$ cat src/rtl/stream_demux_if.sv
// rtl/stream_demux_if.sv - producer and two-consumer stream bundle for stream_demux
// Ports: none; the signals below are grouped by modport.
//   slave  : demux side; takes producer word/select and consumer readies,
//            drives ready_out, both channel outputs and both transfer counters.
//   master : environment side, the mirror of slave.
interface stream_demux_if #(
  parameter int DATA_WIDTH = 4,
  parameter int CNT_WIDTH  = 8
);
  logic                  valid_in;
  logic                  ready_out;
  logic                  sel_in;
  logic [DATA_WIDTH-1:0] data_in;
  logic                  valid_a_out;
  logic                  ready_a_in;
  logic [DATA_WIDTH-1:0] data_a_out;
  logic                  valid_b_out;
  logic                  ready_b_in;
  logic [DATA_WIDTH-1:0] data_b_out;
  logic [CNT_WIDTH-1:0]  count_a_out;
  logic [CNT_WIDTH-1:0]  count_b_out;

  modport slave (
    input  valid_in, sel_in, data_in, ready_a_in, ready_b_in,
    output ready_out, valid_a_out, data_a_out, valid_b_out, data_b_out,
           count_a_out, count_b_out
  );

  modport master (
    output valid_in, sel_in, data_in, ready_a_in, ready_b_in,
    input  ready_out, valid_a_out, data_a_out, valid_b_out, data_b_out,
           count_a_out, count_b_out
  );
endinterface

$ cat src/rtl/stream_demux.sv
// rtl/stream_demux.sv - registered 1-to-2 stream demultiplexer with per-channel transfer counters
// Ports:
//   clk_in   : clock, all state on rising edge
//   rst_n_in : asynchronous active-low reset
//   clear_in : synchronous clear of both transfer counters
//   bus      : stream_demux_if.slave; producer word + select in, channel A/B
//              one-entry output registers with valid/ready, and counters out
module stream_demux #(
  parameter int DATA_WIDTH = 4,
  parameter int CNT_WIDTH  = 8
) (
  input  logic                 clk_in,
  input  logic                 rst_n_in,
  input  logic                 clear_in,
  stream_demux_if.slave        bus
);

  localparam logic [0:0] EMPTY = 1'b0;
  localparam logic [0:0] FULL  = 1'b1;

  logic [0:0]            state_a;
  logic [0:0]            state_b;
  logic [DATA_WIDTH-1:0] data_a;
  logic [DATA_WIDTH-1:0] data_b;
  logic [CNT_WIDTH-1:0]  count_a;
  logic [CNT_WIDTH-1:0]  count_b;

  logic room_a;
  logic room_b;
  logic accept;
  logic accept_a;
  logic accept_b;
  logic drain_a;
  logic drain_b;

  // A channel can take a word if it is empty or its current word leaves this
  // cycle; that is what gives one word per cycle per channel.
  assign room_a = (state_a == EMPTY) | bus.ready_a_in;
  assign room_b = (state_b == EMPTY) | bus.ready_b_in;

  // Only the selected channel gates the producer, so a stalled channel never
  // blocks words routed to the other one.
  assign bus.ready_out = bus.sel_in ? room_a : room_b;

  assign accept   = bus.valid_in & bus.ready_out;
  assign accept_a = accept &  bus.sel_in;
  assign accept_b = accept & ~bus.sel_in;

  assign drain_a = (state_a == FULL) & bus.ready_a_in;
  assign drain_b = (state_b == FULL) & bus.ready_b_in;

  always_ff @(posedge clk_in or negedge rst_n_in) begin
    if (!rst_n_in) begin
      state_a <= EMPTY;
      data_a  <= '0;
    end else if (accept_a) begin
      // covers the simultaneous drain+accept case: stays FULL with new word
      state_a <= FULL;
      data_a  <= bus.data_in;
    end else if (drain_a) begin
      state_a <= EMPTY;
    end
  end

  always_ff @(posedge clk_in or negedge rst_n_in) begin
    if (!rst_n_in) begin
      state_b <= EMPTY;
      data_b  <= '0;
    end else if (accept_b) begin
      state_b <= FULL;
      data_b  <= bus.data_in;
    end else if (drain_b) begin
      state_b <= EMPTY;
    end
  end

  // clear takes priority over a drain in the same cycle
  always_ff @(posedge clk_in or negedge rst_n_in) begin
    if (!rst_n_in) begin
      count_a <= '0;
      count_b <= '0;
    end else if (clear_in) begin
      count_a <= '0;
      count_b <= '0;
    end else begin
      if (drain_a) count_a <= count_a + 1'b1;
      if (drain_b) count_b <= count_b + 1'b1;
    end
  end

  assign bus.valid_a_out = (state_a == FULL);
  assign bus.valid_b_out = (state_b == FULL);
  assign bus.data_a_out  = data_a;
  assign bus.data_b_out  = data_b;
  assign bus.count_a_out = count_a;
  assign bus.count_b_out = count_b;

endmodule

$ cat src/flat_wrapper.sv
// flat-port wrapper written by rule: the top's interface ports become plain ports
module stream_demux_flat 
#(
  parameter int DATA_WIDTH = 4,
  parameter int CNT_WIDTH  = 8
)
  (clk_in, rst_n_in, clear_in, bus_valid_in, bus_sel_in, bus_data_in, bus_ready_a_in, bus_ready_b_in, bus_ready_out, bus_valid_a_out, bus_data_a_out, bus_valid_b_out, bus_data_b_out, bus_count_a_out, bus_count_b_out);
  stream_demux_if #(.DATA_WIDTH(DATA_WIDTH), .CNT_WIDTH(CNT_WIDTH)) bus_i ();
  input  logic clk_in;
  input  logic rst_n_in;
  input  logic clear_in;
  input wire logic [$bits(bus_i.valid_in)-1:0] bus_valid_in;
  input wire logic [$bits(bus_i.sel_in)-1:0] bus_sel_in;
  input wire logic [$bits(bus_i.data_in)-1:0] bus_data_in;
  input wire logic [$bits(bus_i.ready_a_in)-1:0] bus_ready_a_in;
  input wire logic [$bits(bus_i.ready_b_in)-1:0] bus_ready_b_in;
  output wire logic [$bits(bus_i.ready_out)-1:0] bus_ready_out;
  output wire logic [$bits(bus_i.valid_a_out)-1:0] bus_valid_a_out;
  output wire logic [$bits(bus_i.data_a_out)-1:0] bus_data_a_out;
  output wire logic [$bits(bus_i.valid_b_out)-1:0] bus_valid_b_out;
  output wire logic [$bits(bus_i.data_b_out)-1:0] bus_data_b_out;
  output wire logic [$bits(bus_i.count_a_out)-1:0] bus_count_a_out;
  output wire logic [$bits(bus_i.count_b_out)-1:0] bus_count_b_out;
  assign bus_i.valid_in = bus_valid_in;
  assign bus_i.sel_in = bus_sel_in;
  assign bus_i.data_in = bus_data_in;
  assign bus_i.ready_a_in = bus_ready_a_in;
  assign bus_i.ready_b_in = bus_ready_b_in;
  assign bus_ready_out = bus_i.ready_out;
  assign bus_valid_a_out = bus_i.valid_a_out;
  assign bus_data_a_out = bus_i.data_a_out;
  assign bus_valid_b_out = bus_i.valid_b_out;
  assign bus_data_b_out = bus_i.data_b_out;
  assign bus_count_a_out = bus_i.count_a_out;
  assign bus_count_b_out = bus_i.count_b_out;
  stream_demux #(.DATA_WIDTH(DATA_WIDTH), .CNT_WIDTH(CNT_WIDTH)) u_core (.clk_in(clk_in), .rst_n_in(rst_n_in), .clear_in(clear_in), .bus(bus_i));
endmodule
$ cat config.mk
export PLATFORM = sky130hd
export DESIGN_NAME = stream_demux_flat
export DESIGN_NICKNAME = d
export VERILOG_FILES = /design/src/rtl/stream_demux_if.sv /design/src/rtl/stream_demux.sv /design/src/flat_wrapper.sv
export SDC_FILE = /design/constraint.sdc
export NUM_CORES = 1
export LEC_CHECK = 0
export CAP_MARGIN = 10
export CORE_MARGIN = 2
export CORE_UTILIZATION = 45
export CTS_BUF_LIST = sky130_fd_sc_hd__clkbuf_2 sky130_fd_sc_hd__clkbuf_4 sky130_fd_sc_hd__clkbuf_8
export DETAILED_ROUTE_END_ITERATION = 8
export GPL_ROUTABILITY_DRIVEN = 0
export PLACE_DENSITY = 0.77
export SLEW_MARGIN = 25
export SYNTH_ARGS = -nofsm -noshare
export SYNTH_HDL_FRONTEND = slang
export SYNTH_SLANG_ARGS = --single-unit
$ cat constraint.sdc
create_clock -name clk_in -period 1.8 [get_ports clk_in]
set_input_delay 0.36 -clock clk_in [delete_from_list [all_inputs] [get_ports clk_in]]
set_output_delay 0.36 -clock clk_in [all_outputs]
set_load 0.01 [all_outputs]
Yosys cells after proc, flatten, opt, wreduce, memory -nomap -nowiden
Cells that the tools add are included.
{"block": "totals", "reg_bits": 26, "inputBits": 11, "out_inout_bits": 27, "wordCells": 31}
{"block": "op_classes", "n_addsub": 2, "muxes": 9, "n_bitwise": 10, "reduce_logical": 4}
{"operator": "2-to-1 mux 8 bit", "n": 4}
{"operator": "adder 8 x 1 -> 8 bit, second input constant", "n": 2}
{"operator": "nonzero test 2 bit", "n": 4}
{"operator": "AND 1 bit", "n": 5}
{"operator": "2-to-1 mux 1 bit", "n": 5}
{"operator": "inverter 1 bit", "n": 3}
{"operator": "OR 1 bit", "n": 2}

Depth between registers and ports, before layout
Gate-level depths: netlist of the first run.
{"block": "logic_depth", "depth_word": 6, "mapped_depth": 4, "depth_no_buf": 4}

Worst setup path before layout of the first run
OpenSTA, ideal clock, no wires.
{"block": "synth_timing", "kind": "register to register", "startpoint": "register u_core.state_b (netlist: u_core.bus.valid_b_out)", "endpoint": "register u_core.data_b[0] (netlist: u_core.bus.data_b_out[0])", "setup_time_ns": 0.125, "arrival_ns": 1.177, "required_ns": 1.675, "slack_ns": 0.498, "stages_incl_launch_ff": 4, "path_buffers": 0, "synth_period_minus_slack_ns": 1.302, "cell_sequence": "dfrtp_1 > nand2b_1 > nor3b_2 > mux2_2"}
{"block": "synth_between", "elab_chain_cells": 5}
{"item": "from (decl)", "line": "stream_demux.sv:22", "text": "logic [0:0] state_b;"}
{"item": "from (signal assigned)", "line": "stream_demux.sv:67", "text": "state_b <= EMPTY;"}
{"item": "from (signal assigned)", "line": "stream_demux.sv:70", "text": "state_b <= FULL;"}
{"item": "from (signal assigned)", "line": "stream_demux.sv:73", "text": "state_b <= EMPTY;"}
{"item": "inverter 1 bit", "line": "stream_demux.sv:39", "text": "assign room_b = (state_b == EMPTY) | bus.ready_b_in;"}
{"item": "OR 1 bit", "line": "stream_demux.sv:39"}
{"item": "2-to-1 mux 1 bit", "line": "stream_demux.sv:43", "text": "assign bus.ready_out = bus.sel_in ? room_a : room_b;"}
{"item": "AND 1 bit", "line": "stream_demux.sv:45", "text": "assign accept = bus.valid_in & bus.ready_out;"}
{"item": "AND 1 bit", "line": "stream_demux.sv:47", "text": "assign accept_b = accept & ~bus.sel_in;"}
{"item": "to (signal assigned)", "line": "stream_demux.sv:71", "text": "data_b <= bus.data_in;"}
{"item": "to (decl)", "line": "stream_demux.sv:24", "text": "logic [DATA_WIDTH-1:0] data_b;"}
Every way passes these cells.
A chain may end at the register's enable or synchronous reset.

Worst setup path after layout of the first run
{"block": "layout_timing", "startpoint": "register u_core.count_a[3] (netlist: u_core.bus.count_a_out[3])", "endpoint": "output bus_count_a_out[3]"}
{"item": "from (decl)", "line": "stream_demux.sv:25", "text": "logic [CNT_WIDTH-1:0] count_a;"}
{"item": "from (signal assigned)", "line": "stream_demux.sv:86", "text": "if (drain_a) count_a <= count_a + 1'b1;"}
{"item": "to (decl)", "line": "flat_wrapper.sv:22", "text": "output wire logic [$bits(bus_i.count_a_out)-1:0] bus_count_a_out;"}
No word-level cell between the ends.

==> results of run 1 <==
## worst paths after layout
| check | startpoint | to | slack, ns | depth (start not counted) |
|---|---|---|---|---|
| min in group asynchronous | rst_n_in | u_core.bus.count_a_out[6] | 0.39 | 2 |
| max in group asynchronous | rst_n_in | u_core.bus.count_b_out[0] | 1.16 | 2 |
| max reg2reg | u_core.bus.valid_b_out | u_core.bus.count_b_out[7] | 0.41 | 4 |
| min reg2reg | u_core.bus.data_a_out[0] | u_core.bus.data_a_out[0] | 0.53 | 1 |
| max | u_core.bus.count_a_out[3] | bus_count_a_out[3] | 0.09 | 1 |
| min | bus_ready_a_in | u_core.bus.valid_a_out | 0.35 | 3 |
## cell type report
cell class,instances,area [µm²],area share
clock buffers,3,22.5,0.0131
clock inverters,1,30.0,0.0174
inverters,3,11.3,0.00653
multi-input cells,76,519,0.301
flip-flops and latches,26,651,0.377
well taps,30,37.5,0.0218
repair buffers,48,454,0.263
## layout by cell type (no fill, tap or decap), types with 5 or more instances in the layout
| master | instances |
|---|---|
| a21oi_1 | 12 |
| buf_4 | 11 |
| clkdlybuf4s50_1 | 32 |
| dfrtp_1 | 26 |
| mux2_2 | 9 |
| nand2_1 | 6 |
| nand3_1 | 7 |
| o21ai_0 | 7 |
| or3_1 | 5 |
## where the power goes
group          switching [mW]  leakage [nW]  internal (mW)
clock network           0.176        0.0279          0.225
registers              0.0282         0.341          0.626
logic                   0.100         0.371          0.150
## synth_stat cells, drive strengths merged
library cell,number,area (µm²)
or3,6,38.8
and3,1,6.26
nand2b,2,12.5
nor3b,1,12.5
dfrtp,26,651
a21oi,12,60.1
and2b,1,7.51
clkbuf,2,7.51
o31ai,4,30.0
mux2,9,101
nand2,8,35.0
xnor2,1,8.76
nand3,7,35.0
o21ai,7,35.0
nand4,4,25.0
inv,3,11.3
xor2,3,26.3
ha,2,25.0
or4,4,30.0
nor2,4,15.0
## layer usage
metal,GRT usage,share of wire,vias up
met5,0,0,-
met4,0.0732,0.0074,0
met3,0.0349,0.055,2
met2,0.361,0.52,27
met1,0.235,0.41,491
li1,-,-,491
## flip-flops by register name (all words and copies together), names as in the netlist
signal,count
u_core.bus.data_a_out,4
u_core.bus.data_b_out,4
u_core.bus.valid_a_out,1
u_core.bus.valid_b_out,1
u_core.bus.count_b_out,8
u_core.bus.count_a_out,8
## kinds of logic (layout without fill, tap and decap cells)
logic type                 after synthesis  after routing  share of synthesized area
and+or+nand+nor                         38             38                      0.185
DFF                                     26             26                      0.554
AOI/OAI and AO/OA                       23             23                      0.107
muxes                                    9              9                     0.0864
buffers and inverters                    5             55                     0.0160
xor gates and xnor gates                 4              4                     0.0299
adders and majority gates                2              2                     0.0213
## what timing repair did
| item | in CTS | in global routing |
|---|---|---|
| buffers inserted | 0 | 0 |
| endpoints found under the hold margin | 0 | 0 |
| endpoints found under the setup margin | 1 | 2 |
| hold buffers | 0 | 0 |
| gates resized for setup | 6 | 4 |
==> metrics.yaml, run 1 <==
slowest_stage: "clkdlybuf4s50_1"
clock_skew_ns: 0.00646
vdd_drop_max_mv: 0.622
firstDrtPassIters: 4
yosysSeqAreaShare: 0.554
nFillCells: 210
grt_pass1_wl_mm: 4.27
syn-num-nets: 120
arrival_ns: 1.35
cts_buffer_depth: 2
first_global_vias: 1019
synth_cell_types: 22
cts_sinks: 26
min_path_type: "in2reg"
fp.coreArea_um2: 2480
setup_slack_ns: 0.0858
worst_pin_slew_ns: 0.329
rsz0062_at_grt: "no"
setup_viol: 0
start_util: 0.474
drt_drc_violations_left: 0
p_leak_nw: 0.740
dpl_worst_slack_ns: -0.271
finalCritPeriodShare: 0.952
path_class: "reg2out"
fp.dieW_um: 55.1
post-route-min-period_ns: 1.71
yosysWarnings: 0
worstPathCellList: "clkdlybuf4s50_1"
grt_max_degree: 27
fin_nets: 171
htreeDepth: 1
powerDensity_nw_per_um2: 756
rows: 18
power_mw: 1.31
dp_hpwl_mm: 1.95
syn_area_um2: 1170
pin_count: 38
drtAntennaViolNets: 0
crit_family: "buffers and inverters"
die-area_um2: 3030
drv_cap: 0
clock_latency_ns: 0.32
io_buffers: 37
whs_ns: 0.347
cts_tree: "yes"
cts-root-buf: "clkbuf_4"
setup_tns_ns: 0
vias_per_cell: 5.41
fin_util: 0.696
final-max-slew-violation-count: 0
syn_inst: 107
dpl.cell_count: 183
routedWlPerCell_um: 13.8
gr-total-overflow: 0
drt_iter0_markers: 13
path_clk_slew_ns: 0.15
numCtsBuffers: 3
final_cell_count_no_fill: 187
area_delta_synth_final_pct: 47.0
critical_path_buf_inv_count: 1
vias: 1011
status: "finished clean"
synth_seq_cells: 26
endpoint_kind: "primary output"
syn_area_per_cell_um2: 11.0
postLayoutCellArea_um2: 1730
slowest_delay_ns: 0.57
fmax_ghz: 0.583
routed_wirelength_mm: 2.58
relSlewSlack: 0.781
start_kind: "register"
groute.usage.overall: 0.200
hold_viol_final: 0
cp_max_fo: 7
diodes: 0
worstPathRequired_ns: 1.44
drive_above_1_share: 0.197
placed_cell_area_um2: 1660
antenna_found_initial: 0
die_h_um: 55.1
(Power assumes the default switching activity.)
==> run 2: changes to the inputs <==
--- a/config.mk
+++ b/config.mk
@@ -12,7 +12,7 @@
 export DETAILED_ROUTE_END_ITERATION = 8
 export GPL_ROUTABILITY_DRIVEN = 0
 export PLACE_DENSITY = 0.77
-export SLEW_MARGIN = 25
+export SLEW_MARGIN = 0
 export SYNTH_ARGS = -nofsm -noshare
 export SYNTH_HDL_FRONTEND = slang
 export SYNTH_SLANG_ARGS = --single-unit
==> results of run 2 <==
Same layout as run 1: the final DEF is identical, and so are final timing and power.
==> run 3: changes to the inputs <==
--- a/config.mk
+++ b/config.mk
@@ -7,11 +7,11 @@
 export LEC_CHECK = 0
 export CAP_MARGIN = 10
 export CORE_MARGIN = 2
-export CORE_UTILIZATION = 45
-export CTS_BUF_LIST = sky130_fd_sc_hd__clkbuf_2 sky130_fd_sc_hd__clkbuf_4 sky130_fd_sc_hd__clkbuf_8
+export CORE_UTILIZATION = 50
+export CTS_BUF_LIST = sky130_fd_sc_hd__clkbuf_4
 export DETAILED_ROUTE_END_ITERATION = 8
 export GPL_ROUTABILITY_DRIVEN = 0
-export PLACE_DENSITY = 0.77
+export PLACE_DENSITY = 0.85
 export SLEW_MARGIN = 0
 export SYNTH_ARGS = -nofsm -noshare
 export SYNTH_HDL_FRONTEND = slang
==> run 3 against run 2 <==
Compared with the run above:
- hold slack improved by 0.035 ns
- combinational power is 6% higher
- core utilization increased by 8.9 points
- sequential share of layout area is 0.10 points lower
- global-route usage up 1.4 points
- first-iteration DRC count up 46%
- die area down 9.3%
- via count grew 2.8%
- sequential cell count is the same
- final area rose by 0.65%
==> metrics.yaml, run 3 (synthesis results as in run 1) <==
status: "finished clean"  # unchanged
antenna_found_initial: 0  # unchanged
relSlewSlack: 0.783  # was 0.781
start_util: 0.531  # was 0.474
dpl.cell_count: 181  # was 183
clock_latency_ns: 0.32  # about the same
min_path_type: "in2async"  # was in2reg
crit_family: "buffers and inverters"  # unchanged
grt_pass1_wl_mm: 4.33  # was 4.27 mm
diodes: 0  # unchanged
setup_viol: 0  # unchanged
cts_tree: "yes"  # unchanged
path_class: "reg2out"  # unchanged
die-area_um2: 2750  # was 3030 µm²
worst_pin_slew_ns: 0.325  # was 0.329 ns
vias: 1039  # was 1011
routed_wirelength_mm: 2.69  # was 2.58 mm
setup_tns_ns: 0  # unchanged
ff2ff_path_depth: 5  # was 4
critical_path_buf_inv_count: 2  # was 1
powerDensity_nw_per_um2: 756  # about the same
numCtsBuffers: 3  # unchanged
drt_iter0_markers: 19  # was 13
first_global_vias: 1015  # was 1019
p_leak_nw: 0.724  # was 0.740 nW
path_clk_slew_ns: 0.14  # was 0.15 ns
reg2reg_from: "u_core.bus.valid_b_out"  # unchanged
drv_cap: 0  # unchanged
die_h_um: 52.5  # was 55.1 µm
ff_latch_area_um2: 653  # was 651 µm²
finalCritPeriodShare: 0.969  # was 0.952
gr-total-overflow: 0  # unchanged
final_common_cell: "clkdlybuf4s50_1"  # unchanged
fin_nets: 173  # was 171
pin_count: 38  # unchanged
fmax_ghz: 0.573  # was 0.583 GHz
clock_skew_ns: 0.0110  # was 0.00646 ns
drt_drc_violations_left: 0  # unchanged
final-max-slew-violation-count: 0  # unchanged
slowest_delay_ns: 0.53  # was 0.57 ns
cts_buffer_depth: 2  # unchanged
io_buffers: 37  # unchanged
slowest_stage: "clkdlybuf4s50_1"  # unchanged
nFillCells: 144  # was 210
multi_input_area_um2: 519  # unchanged
endpoint_kind: "primary output"  # unchanged
worstPathRequired_ns: 1.44  # about the same
cts-root-buf: "clkbuf_4"  # unchanged
start_kind: "register"  # unchanged
placed_cell_area_um2: 1650  # was 1660 µm²
post-route-min-period_ns: 1.75  # was 1.71 ns
htreeDepth: 1  # unchanged
fp.coreArea_um2: 2210  # was 2480 µm²
drtAntennaViolNets: 0  # unchanged
vdd_drop_max_mv: 0.893  # was 0.622 mV
rsz0062_at_grt: "no"  # unchanged
dp_hpwl_mm: 1.96  # was 1.95 mm
fp.dieW_um: 52.5  # was 55.1 µm
rrSetupSlack_ns: 0.42  # was 0.41 ns
drive_above_1_share: 0.220  # was 0.197
layout_common_cells: "35 x clkdlybuf4s50_1, 24 x dfrtp_1, 13 x buf_4"  # was 32 x clkdlybuf4s50_1, 26 x dfrtp_1, 12 x a21oi_1
firstDrtPassIters: 4  # unchanged
cts_sinks: 26  # unchanged
cts_hold_buffers: 0  # unchanged
rows: 17  # was 18
postLayoutCellArea_um2: 1740  # was 1730 µm²
whs_ns: 0.382  # was 0.347 ns
area_delta_synth_final_pct: 48.0  # was 47.0%
grt_max_degree: 27  # unchanged
rr_endpoint: "u_core.bus.data_b_out[2]"  # was u_core.bus.count_b_out[7]
groute.usage.overall: 0.213  # was 0.200
routedWlPerCell_um: 14.4  # was 13.8 µm
final_cell_count_no_fill: 187  # unchanged
arrival_ns: 1.39  # was 1.35 ns
vias_per_cell: 5.56  # was 5.41
worstPathCellList: "buf_4, clkdlybuf4s50_1"  # was clkdlybuf4s50_1
hold_viol_final: 0  # unchanged
cp_max_fo: 5  # was 7
fin_util: 0.785  # was 0.696
==> run 3: cell count changes in the layout (fill, tap and decap cells not counted) <==
cell / before / now
dlygate4sd2_1: 1 / 0
buf_4: 11 / 13
dfrtp_1: 26 / 24
dfrtp_2: 0 / 2
clkdlybuf4s50_1: 32 / 35
dlymetal6s2s_1: 3 / 1
==> run 3: layer usage <==
layer,part of all wire,track usage
met1,0.40,0.249
met2,0.54,0.383
met3,0.042,0.0343
met4,0.015,0.0897
met5,0,0
==> run 3: repair_timing <==
| item | in CTS | in global routing |
|---|---|---|
| resized for setup | 5 | 4 |
| setup endpoints to repair | 1 | 5 |
| setup buffers | 0 | 2 |
==> run 3: where the power goes <==
| group | internal, mW | total, mW | switching (mW) |
|---|---|---|---|
| clock network | 0.225 | 0.396 | 0.171 |
| registers | 0.626 | 0.653 | 0.0265 |
| logic | 0.157 | 0.265 | 0.108 |
| total | 1.01 | 1.31 | 0.305 |
==> run 3: final cells by class <==
| cell class | count | share of cell area |
|---|---|---|
| flip-flops and latches | 26 | 0.376 |
| multi-input cells | 76 | 0.299 |
| repair buffers | 50 | 0.268 |
| well taps | 28 | 0.0202 |
| clock inverters | 1 | 0.0173 |
| clock buffers | 3 | 0.0130 |
| inverters | 3 | 0.00648 |
==> run 3: worst max path at each step <==
| stage | from | slack (ns) | cells past startpoint | endpoint |
|---|---|---|---|---|
| after CTS | u_core.bus.valid_b_out | 0.0001 | 2 | bus_valid_b_out |
| after detailed placement | bus_ready_b_in | -0.26 | 4 | bus_ready_out |
| after global routing | u_core.bus.valid_b_out | 0.008 | 2 | bus_valid_b_out |
| after global placement | bus_ready_a_in | -0.27 | 4 | bus_ready_out |
| after floorplan | u_core.bus.valid_b_out | 0.50 | 3 | u_core.bus.data_b_out[0] |
| final | u_core.bus.valid_b_out | 0.05 | 2 | bus_valid_b_out |
==> run 3: per-stage QoR <==
step,worst slack (ns),power (mW)
2_1_floorplan,0.498,0.750
3_3_place_gp,-0.274,0.907
3_5_place_dp,-0.265,0.919
4_1_cts,0.000107,1.32
5_1_grt,0.00788,1.37
6_report,0.0550,1.31
==> run 3: worst register-to-register path: stages (launching register included) <==
cell	delay (ns)
dfrtp_1	0.42
buf_4	0.15
nand2b_4	0.06
nor3b_2	0.15
buf_4	0.16
mux2_2	0.33
